[src/rtl/motor_dosificador.sv]
// Colour dispenser motor sequencer: takes a one-hot load request, runs the
// selected channel's motor for amount x TICKS_PER_UNIT cycles, then raises
// that channel's done flag until the request is withdrawn.
module motor_dosificador #(
  parameter int W              = 8,
  parameter int TICKS_PER_UNIT = 1000
) (
  input  logic         clk,
  input  logic         reset,
  input  logic [2:0]   Motores,
  input  logic [W-1:0] amt_r,
  input  logic [W-1:0] amt_g,
  input  logic [W-1:0] amt_b,
  output logic [2:0]   flags,
  output logic [2:0]   motor_on,
  output logic         busy,
  output logic         err
);

  // Prescaler keeps at least one bit so TICKS_PER_UNIT=1 still elaborates.
  localparam int PW = (TICKS_PER_UNIT > 1) ? $clog2(TICKS_PER_UNIT) : 1;
  localparam logic [PW-1:0] PRESC_RELOAD = PW'(TICKS_PER_UNIT - 1);

  typedef enum logic [1:0] {IDLE, LOAD, RUN, DONE} state_t;

  state_t         state_q, state_d;
  logic [1:0]     ch_q;
  logic [W-1:0]   cnt_q;
  logic [PW-1:0]  presc_q;

  logic           one_hot;
  logic [1:0]     req_idx;
  logic [2:0]     ch_mask;
  logic           req_ch;
  logic [W-1:0]   amt_sel;
  logic           last_tick;

  // Request decode: one-hot detection, illegal-request flag and bit index.
  always_comb begin
    one_hot = 1'b0;
    req_idx = 2'd0;
    case (Motores)
      3'b100: begin one_hot = 1'b1; req_idx = 2'd2; end
      3'b010: begin one_hot = 1'b1; req_idx = 2'd1; end
      3'b001: begin one_hot = 1'b1; req_idx = 2'd0; end
      default: ;
    endcase
    err = !one_hot && (Motores != 3'b000);
  end

  // Channel decode: bit mask and amount of the latched channel.
  always_comb begin
    ch_mask = 3'b000;
    amt_sel = '0;
    case (ch_q)
      2'd2: begin ch_mask = 3'b100; amt_sel = amt_r; end
      2'd1: begin ch_mask = 3'b010; amt_sel = amt_g; end
      2'd0: begin ch_mask = 3'b001; amt_sel = amt_b; end
      default: ;
    endcase
  end

  assign req_ch    = |(Motores & ch_mask);
  assign last_tick = (presc_q == '0) && (cnt_q == W'(1));

  // Next-state logic; any illegal request or withdrawal of the channel returns to IDLE.
  always_comb begin
    state_d = state_q;
    case (state_q)
      IDLE: if (one_hot) state_d = LOAD;
      LOAD: begin
        if (err || !req_ch)      state_d = IDLE;
        else if (amt_sel == '0)  state_d = DONE;
        else                     state_d = RUN;
      end
      RUN: begin
        if (err || !req_ch)      state_d = IDLE;
        else if (last_tick)      state_d = DONE;
      end
      DONE: if (err || !req_ch)  state_d = IDLE;
      default:                   state_d = IDLE;
    endcase
  end

  // Outputs decoded from state and channel only, never from Motores.
  always_comb begin
    motor_on = (state_q == RUN)  ? ch_mask : 3'b000;
    flags    = (state_q == DONE) ? ch_mask : 3'b000;
    busy     = (state_q == LOAD) || (state_q == RUN);
  end

  // State register.
  always_ff @(posedge clk or negedge reset) begin
    if (!reset) state_q <= IDLE;
    else        state_q <= state_d;
  end

  // Channel latch, captured only when a legal request is accepted in IDLE.
  always_ff @(posedge clk or negedge reset) begin
    if (!reset)                       ch_q <= 2'd0;
    else if (state_q == IDLE && one_hot) ch_q <= req_idx;
  end

  // Unit counter and prescaler; cleared whenever the FSM heads back to IDLE.
  always_ff @(posedge clk or negedge reset) begin
    if (!reset) begin
      cnt_q   <= '0;
      presc_q <= '0;
    end else if (state_d == IDLE) begin
      cnt_q   <= '0;
      presc_q <= '0;
    end else begin
      case (state_q)
        LOAD: begin
          cnt_q   <= amt_sel;
          presc_q <= PRESC_RELOAD;
        end
        RUN: begin
          if (presc_q == '0) begin
            presc_q <= PRESC_RELOAD;
            cnt_q   <= cnt_q - W'(1);
          end else begin
            presc_q <= presc_q - PW'(1);
          end
        end
        default: begin
          cnt_q   <= '0;
          presc_q <= '0;
        end
      endcase
    end
  end

endmodule

[config.mk]
export PLATFORM = sky130hd
export DESIGN_NAME = motor_dosificador
export DESIGN_NICKNAME = d
export VERILOG_FILES = /design/src/rtl/motor_dosificador.sv
export SDC_FILE = /design/constraint.sdc
export NUM_CORES = 1
export LEC_CHECK = 0
export ABC_AREA = 0
export ABC_CLOCK_PERIOD_IN_PS = 5620
export CORE_MARGIN = 2
export CORE_UTILIZATION = 40
export CTS_CLUSTER_SIZE = 24
export DETAILED_ROUTE_END_ITERATION = 10
export HOLD_SLACK_MARGIN = 0.1
export PLACE_DENSITY = 0.61
export SETUP_SLACK_MARGIN = 0.02
export SYNTH_ARGS = -nofsm -noshare
export SYNTH_HDL_FRONTEND = slang
export SYNTH_SLANG_ARGS = --single-unit
[constraint.sdc]
create_clock -name clk -period 5.62 [get_ports clk]
set_input_delay 1.124 -clock clk [delete_from_list [all_inputs] [get_ports clk]]
set_output_delay 1.124 -clock clk [all_outputs]
set_load 0.1 [all_outputs]
* Yosys cells after proc, flatten, opt, wreduce, memory -nomap -nowiden *
Cells that the tools add are included.

operators by class
  $add $sub $neg = 2
  equal/unequal tests = 10
  mux-type cells = 19
  bitwise gates (word level) = 1
  reduce and logical (&&, ||, !) cells = 15

operator list
  operator               count
  $pmux 8 s3             1
  $mux 10                2
  $pmux 10 s2            1
  $mux 8                 2
  $pmux 8 s2             1
  $logic_not 10->1       1
  $mux 2                 5
  $sub 10x1->10 const B  1
  $pmux 3 s3             1
  $eq 8x1->1 const B     1
  $logic_not 8->1        1
  $pmux 2 s4             1
  $sub 8x1->8 const B    1
  $eq 2x2->1 const B     3
  $logic_not 2->1        3
  $mux 3                 2
  $reduce_or 3->1        2
  $eq 2x1->1 const B     2
  $pmux 2 s2             1
  $and 3x3->3            1
  $eq 3x1->1 const B     1
  $eq 3x2->1 const B     1
  $eq 3x3->1 const B     1
  $logic_and 1x1->1      3
  5 further kinds        8

word-level totals
  register bits = 22
  input port bits = 29
  output and inout port bits = 8

* Logic depth before layout (Yosys ltp) *
Gate-level depths: netlist of the first run.

  depth after elaboration = 10
  gate-level depth with buffers = 10
  depth with buffers taken out = 8

* Worst setup path before layout of the first run *
No wires, ideal clock.

  path type = flip-flop to output port
  from = register state_q[0]
  to = output motor_on[1]
  data arrival time = 3.545 ns
  slack = 0.951 ns
  stages on the path, launching flop included = 7
  buffers on the path = 2
  path through = dfrtp_1 > inv_1 > ha_1 > clkbuf_1 > inv_1 > clkbuf_1 > nor3b_1

on the way
  cells in the longest elaborated chain, start to end = 2

ends and longest elaborated chain
  what                    line  text
  start, declared         26    state_t state_q, state_d;
  start signal, assigned  95    else state_q <= state_d;
  $eq 2x2->1              87    motor_on = (state_q == RUN) ? ch_mask : 3'b000;
  $mux 3                  87
  end, declared           15    output logic [2:0] motor_on,

No other way between the ends.

* Worst setup path after layout of the first run *
  from = input Motores[0]
  to = output err

on the way
  cells in the longest elaborated chain, start to end = 5
  elaborated cells between the ends (all ways) = 8

ends and longest elaborated chain
  what                                      line  text
  start, declared                           10    input logic [2:0] Motores,
  $eq 3x2->1, or another cell as far along  42    case (Motores)
  $reduce_or 3->1 (no line)                 n/a
  $mux 1                                    42
  $logic_not 1->1                           48    err = !one_hot && (Motores != 3'b000);
  $logic_and 1x1->1 (*)                     48
  end, declared                             17    output logic err

Mark *: on every way between the ends. The rest lies on a longest branch, timed or not.

==> impl_results.md, run 1 <==
- Fmax: approximately 230 MHz
- DR pass1 iterations: 4
- Min cycle time layout: roughly 4.3 ns
- CTS sink cnt: 22
- Unique cell type count in the Yosys netlist: 48
- Pleak: between 0.0009 and 0.001 uW
- Power Density: ~470 nW/um^2
- Status: completed
- Worst Hold Launch: cnt_q[1]
- FF-to-FF End: cnt_q[0]
- PortBufs: 36
- Overflow after GRT: 0
- Critical R2R Launch: ch_q[1]
- Switching power: 520 uW
- Post-CTS setup buffer count: 0
- Antenna violations before repair: 0
- Period utilisation layout: 75.8%
- DRC Markers: 0
- ANT cells: 0
- Cell Int Power: between 500 and 600 uW
- Ys async rst share: between 90% and 100%
- Die H: slightly above 70 um
- Row count: 24
- Area of the core: between 4000 and 5000 sq um
- Final Hold Slack: between 0.5 and 0.6 ns
- CTS H-tree depth: 1
- Sequential power share: between 20% and 30%
- PostCTS Resize Cnt: 0
- Clk root buf: clkbuf_8
- Antenna viol nets, final: 0
- Initial Util: 42.3%
- Cell count of the worst reg-to-reg path: 6
- Worst min path class: flop to flop
- Max-slew headroom: a little under 30%
- Share of total power in the clock network: between 10% and 20%
- Register area share after synthesis: a little under 30%
- Share of layout cells above drive strength 1: roughly a tenth
- Hold worst-path end: cnt_q[1]
- Global Route Usage Sum: between 15 and 20%
- WL final: around 4.6 mm
- R2R Setup Slk: between 2 and 3 ns
- Synthesis-stage register bit count: 22
- Worst hold stages: 2
- Largest net degree at the start of global routing: 23
- Comb pwr share: about 64%
- Vias in the first global route: between 1500 and 2000
- Switching share of power: between 40% and 50%
- Post-synth net total: approximately 260
- Final setup vio count: 0
- CTS Buffer Depth: 2
- Die width: a little over 70 um
- CP required: 4.50 ns
- Global-route wire length before repair: approximately 8.1 mm
- # fillers: between 400 and 500
- YS warnings: 0
- TritonCTS clock tree: done
- Synth Flop Type: dfrtp_1
- Detailed placement HPWL: around 3.4 mm
- Ranking of synthesized cells by area: dfrtp_1, ha_1, a2bb2oi_1
- Gate Count Post-Synth: 220
- Clock Skews: approximately 0.0026 ns
- CP Launch Type: input pin
- Final setup TNS: 0 ns
- CTS Hold Buffers Added: 0
- Area share of the largest cell type after synthesis: 29.5%
- Hold Vio Cnt, Final: 0
- Area leader, netlist: dfrtp_1
- Syn avg cell area: roughly 8.5 sq um
- Area growth, synth to finish: 21.8%
- Placer Congestion: 0.795
- Drt wl/cell: 15.5 um
- Die Footprint: between 5000 and 6000 sq um
- Crit path capture type: output port
- Worst-path clk slew: 0.08 ns
- Critical Path Fanout Max: 9
- Critical path class: input pin to output port
- Peak VDD IR: 0.000230 V
- Num ports: 37
- Commonest cells in the netlist: dfrtp_1, nand2_1, a21oi_1, nor2_1, o21ai_0
- Max Cap Viol: 0
- RSZ-0062 raised after global routing: no
- Mapped cell area: roughly 1900 sq um
- DR vias: 1694
- Skew-Pair Late Insertion Delay: ~0.26 ns
- Post-layout nets: between 200 and 300
- Vias per inst: between 5 and 6
- Starting DRT DRC Count: 89
- TritonCTS Buffers: 3
- Worst-Margin Slew: between 1 and 1.5 ns
- Crit path arrival time: about 3.1 ns
- Number of synthesized flops with an enable pin: 0
- Slew Limit Fails: 0
## power by group through the flow
stage	Combinational, uW	Clock [uW]	Sequential, uW
after detailed placement	678	0	271
after global routing	761	123	278
final	681	112	267
after CTS	684	119	267
after floorplan	609	0	229
after global placement	681	0	271
## metrics by stage
step	util, %	worst slack (ns)	total power [uW]	cell area [sq um]	cells
floorplan	-	0.951	838	1870	220
global placement	50.3	1.37	952	2220	295
detailed placement	50.3	1.37	949	2220	295
CTS	51.5	1.36	1070	2270	299
global route	51.5	1.22	1160	2270	299
finish	51.5	1.36	1060	2270	299
## worst max-delay path, stage by stage
cell and delay, ns:
clkdlybuf4s50_1 0.64, o21ai_0 0.17, nand2_1 0.08, clkdlybuf4s50_1 1.12
## cell families (layout without fill, tap and decap cells)
logic type,after synthesis,in the layout,synth area share (%)
AOI/OAI and AO/OA,74,74,29.0
xor gates and xnor gates,9,9,4.22
adders and majority gates,8,8,5.36
buffers and inverters,25,52,6.36
DFF,22,22,29.5
muxes,8,8,4.29
and+or+nand+nor,74,74,21.3
## cells in the final DEF, fill, tap and decap left out, drive strengths merged
| master | synthesis | layout |
|---|---|---|
| a2111oi | 1 | 1 |
| a211oi | 1 | 1 |
| a21oi | 27 | 27 |
| a221oi | 2 | 2 |
| a22oi | 3 | 3 |
| a2bb2oi | 11 | 11 |
| a31oi | 2 | 2 |
| and2 | 2 | 2 |
| and3b | 1 | 1 |
| clkbuf | 7 | 4 |
| clkdlybuf4s50 | 0 | 36 |
| dfrtp | 22 | 22 |
| ha | 8 | 8 |
| inv | 12 | 12 |
| mux2i | 8 | 8 |
| nand2 | 22 | 22 |
| nand2b | 3 | 3 |
| nand3 | 5 | 5 |
| nand3b | 1 | 1 |
| nand4 | 1 | 1 |
| nor2 | 15 | 15 |
| nor2b | 3 | 3 |
| nor3 | 8 | 8 |
| nor3b | 4 | 4 |
| nor4 | 3 | 3 |
| nor4b | 1 | 1 |
| o21a | 1 | 1 |
| o21ai | 16 | 16 |
| o22ai | 3 | 3 |
| o311a | 1 | 1 |
| o31a | 1 | 1 |
| o31ai | 4 | 4 |
| o41a | 1 | 1 |
| or3 | 1 | 1 |
| or4 | 3 | 3 |
| or4b | 1 | 1 |
| xnor2 | 7 | 7 |
| xor2 | 2 | 2 |
## registers in the layout, summed over array words and instances, names as in the netlist
register,flops
cnt_q,8
ch_q,2
state_q,2
presc_q,10
## worst max-delay path by stage
stage | from | end | slack (ns) | cells after the start
after floorplan | state_q[0] | motor_on[1] | 0.95 | 6
after global placement | Motores[0] | err | 1.37 | 4
after detailed placement | Motores[0] | err | 1.37 | 4
after CTS | Motores[0] | err | 1.36 | 4
after global routing | state_q[0] | motor_on[1] | 1.22 | 5
final | Motores[0] | err | 1.36 | 4
## layer usage
layer / GRT usage [%] / up-vias / routed length, um
met1: 24.7 / 798 / 2110
met5: 0 / - / 0
met3: 4.17 / 6 / 226
li1: - / 858 / -
met2: 34.4 / 32 / 2230
met4: 4.82 / 0 / 53
## area by class of cell
cell class / count / area, sq um / share of cell area, %
Sequential cell: 22 / 551 / 24.2
Multi-Input combinational cell: 173 / 1200 / 52.7
Inverter: 12 / 45.0 / 1.98
Tap cell: 52 / 65.1 / 2.86
Clock buffer: 4 / 55.1 / 2.42
Timing Repair Buffer: 36 / 360 / 15.8
(Power assumes the default switching activity.)
==> inputs of run 2 (changes only) <==
- ABC_CLOCK_PERIOD_IN_PS: 5620 -> 3570
- PLACE_DENSITY: 0.61 -> 0.64
- clock period: 5.62 -> 3.57 ns (I/O delays scaled with it)
==> impl_results.md, run 2 (synthesis gave the netlist of run 1 again) <==
- PostCTS Resize Cnt: 0
- Critical path class: flop to output port
- Hold worst-path end: cnt_q[1]
- RSZ-0062 raised after global routing: no
- Largest Register: presc_q
- WL final: approximately 4.7 mm
- Die Footprint: 5230 sq um
- CP required: 2.86 ns
- DR vias: about 1700
- Num ports: 37
- Worst Hold Launch: cnt_q[1]
- CTS sink cnt: 22
- FF-to-FF End: presc_q[2]
- DRC Markers: 0
- Max reg flops: 10
- Antenna viol nets, final: 0
- Area growth, synth to finish: 23.6%
- Pleak: between 0.0009 and 0.001 uW
- Hold Vio Cnt, Final: 0
- TritonCTS clock tree: done
- Drt wl/cell: roughly 15 um
- Row count: 24
- Biggest regs: presc_q x10, cnt_q x8
- Cell count of the worst reg-to-reg path: 7
- Power Density: about 760 nW/um^2
- Area of the core: about 4400 sq um
- Antenna violations before repair: 0
- Final setup TNS: 0 ns
- Starting DRT DRC Count: 100
- Slack of the critical path: ~0.52 ns
- Commonest cells after routing, fill and taps aside: clkdlybuf4s50_1, nand2_1, dfrtp_1
- DR pass1 iterations: 4
- Peak VDD IR: between 0.0003 and 0.0004 V
- Die width: 72.3 um
- Worst min path class: flop to flop
- Final setup vio count: 0
- Detailed placement HPWL: 3.49 mm
- CP Launch Type: flop
- Commonest non-fill, non-tap cell in the layout: clkdlybuf4s50_1
- Fmax: 328 MHz
- Clk root buf: clkbuf_8
- Largest net degree at the start of global routing: 23
- Worst-Margin Slew: just under 1 ns
- Slew Limit Fails: 0
- Worst hold stages: 2
- Status: completed
- Worst-path clk slew: about 0.08 ns
- Worst slack, placed: 0.659 ns
- CTS Hold Buffers Added: 0
- Max Cap Viol: 0
- Overflow after GRT: 0
- Share of layout cells above drive strength 1: between 10% and 20%
- Clock Skews: 0.00114 ns
- Die H: slightly above 70 um
- Post-CTS setup buffer count: 0
- Critical Path Fanout Max: 14
- Min cycle time layout: roughly 3.0 ns
- TritonCTS Buffers: 3
- Critical R2R Launch: ch_q[0]
- Global Route Usage Sum: between 10% and 20%
- Period utilisation layout: a little under nine tenths
- CTS Buffer Depth: 2
- Placer Congestion: 0.804
- Skew-Pair Late Insertion Delay: 0.26 ns
- Global-route wire length before repair: ~8.1 mm
- Crit path capture type: output port
- Initial Util: between 40 and 50%
- Vias per inst: between 5 and 6
- Crit path arrival time: between 2 and 2.5 ns
- ANT cells: 0
- Vias in the first global route: around 1800
- PortBufs: 36
- R2R Setup Slk: 0.89 ns
- CTS H-tree depth: 1
- Max-slew headroom: about a third
- Post-layout nets: roughly 290
-- run 2: cell count changes in the layout (fill, tap and decap cells not counted) --
cell             delta
buf_4              +11
clkdlybuf4s50_1     -8
nor3b_1             -2
nor3b_2             +2
bufinv_16           +1
clkbuf_8            -1
nor3_1              -1
nor3_2              +1
-- run 2: final cells by class --
type                    instances  area, sq um
multi-input cells             173         1210
inverters                      12         45.0
fillers                       421         2110
clock buffers                   3         41.3
repair buffers                 39          363
flip-flops and latches         22          551
clock inverters                 1         30.0
well taps                      52         65.1
-- run 2: worst max-delay path by stage --
| stage | end | depth (start not counted) | startpoint |
|---|---|---|---|
| floorplan | motor_on[1] | 6 | state_q[0] |
| global placement | presc_q[2] | 8 | Motores[0] |
| detailed placement | presc_q[2] | 7 | Motores[0] |
| CTS | motor_on[1] | 5 | state_q[0] |
| global route | motor_on[1] | 5 | state_q[0] |
| finish | motor_on[1] | 5 | state_q[0] |
-- run 2: power by group --
part	internal [uW]	leakage, uW	switching [uW]	total (uW)
Combinational	460	0.000621	648	1110
Clock	150	0.0000357	82.9	233
Sequential	306	0.000298	118	424
Total	915	0.000955	849	1760
-- run 2: critical path: stages (launching register included) --
cell and delay [ns]:
dfrtp_1 0.44, inv_1 0.17, ha_1 0.50, inv_1 0.38, nor3b_2 0.26, buf_4 0.31
-- run 2: stage by stage --
step	power, uW	instance area [sq um]	util (%)	cells	hold WS [ns]
5_1_grt	1920	2310	52.3	302	0.599
4_1_cts	1770	2310	52.3	302	0.558
6_report	1760	2310	52.3	302	0.561
2_1_floorplan	1320	1880	-	220	0.418
3_3_place_gp	1520	2240	50.7	298	0.547
3_5_place_dp	1530	2240	50.7	298	0.544
-- run 2: metal layers --
layer	share of wire, %	wire, um	up-vias	global-route usage, %
li1	-	-	861	-
met1	45	2090	843	25.9
met2	50	2330	38	33.1
met3	3.7	173	5	2.36
met4	1.1	53	0	5.66
met5	0	0	-	0
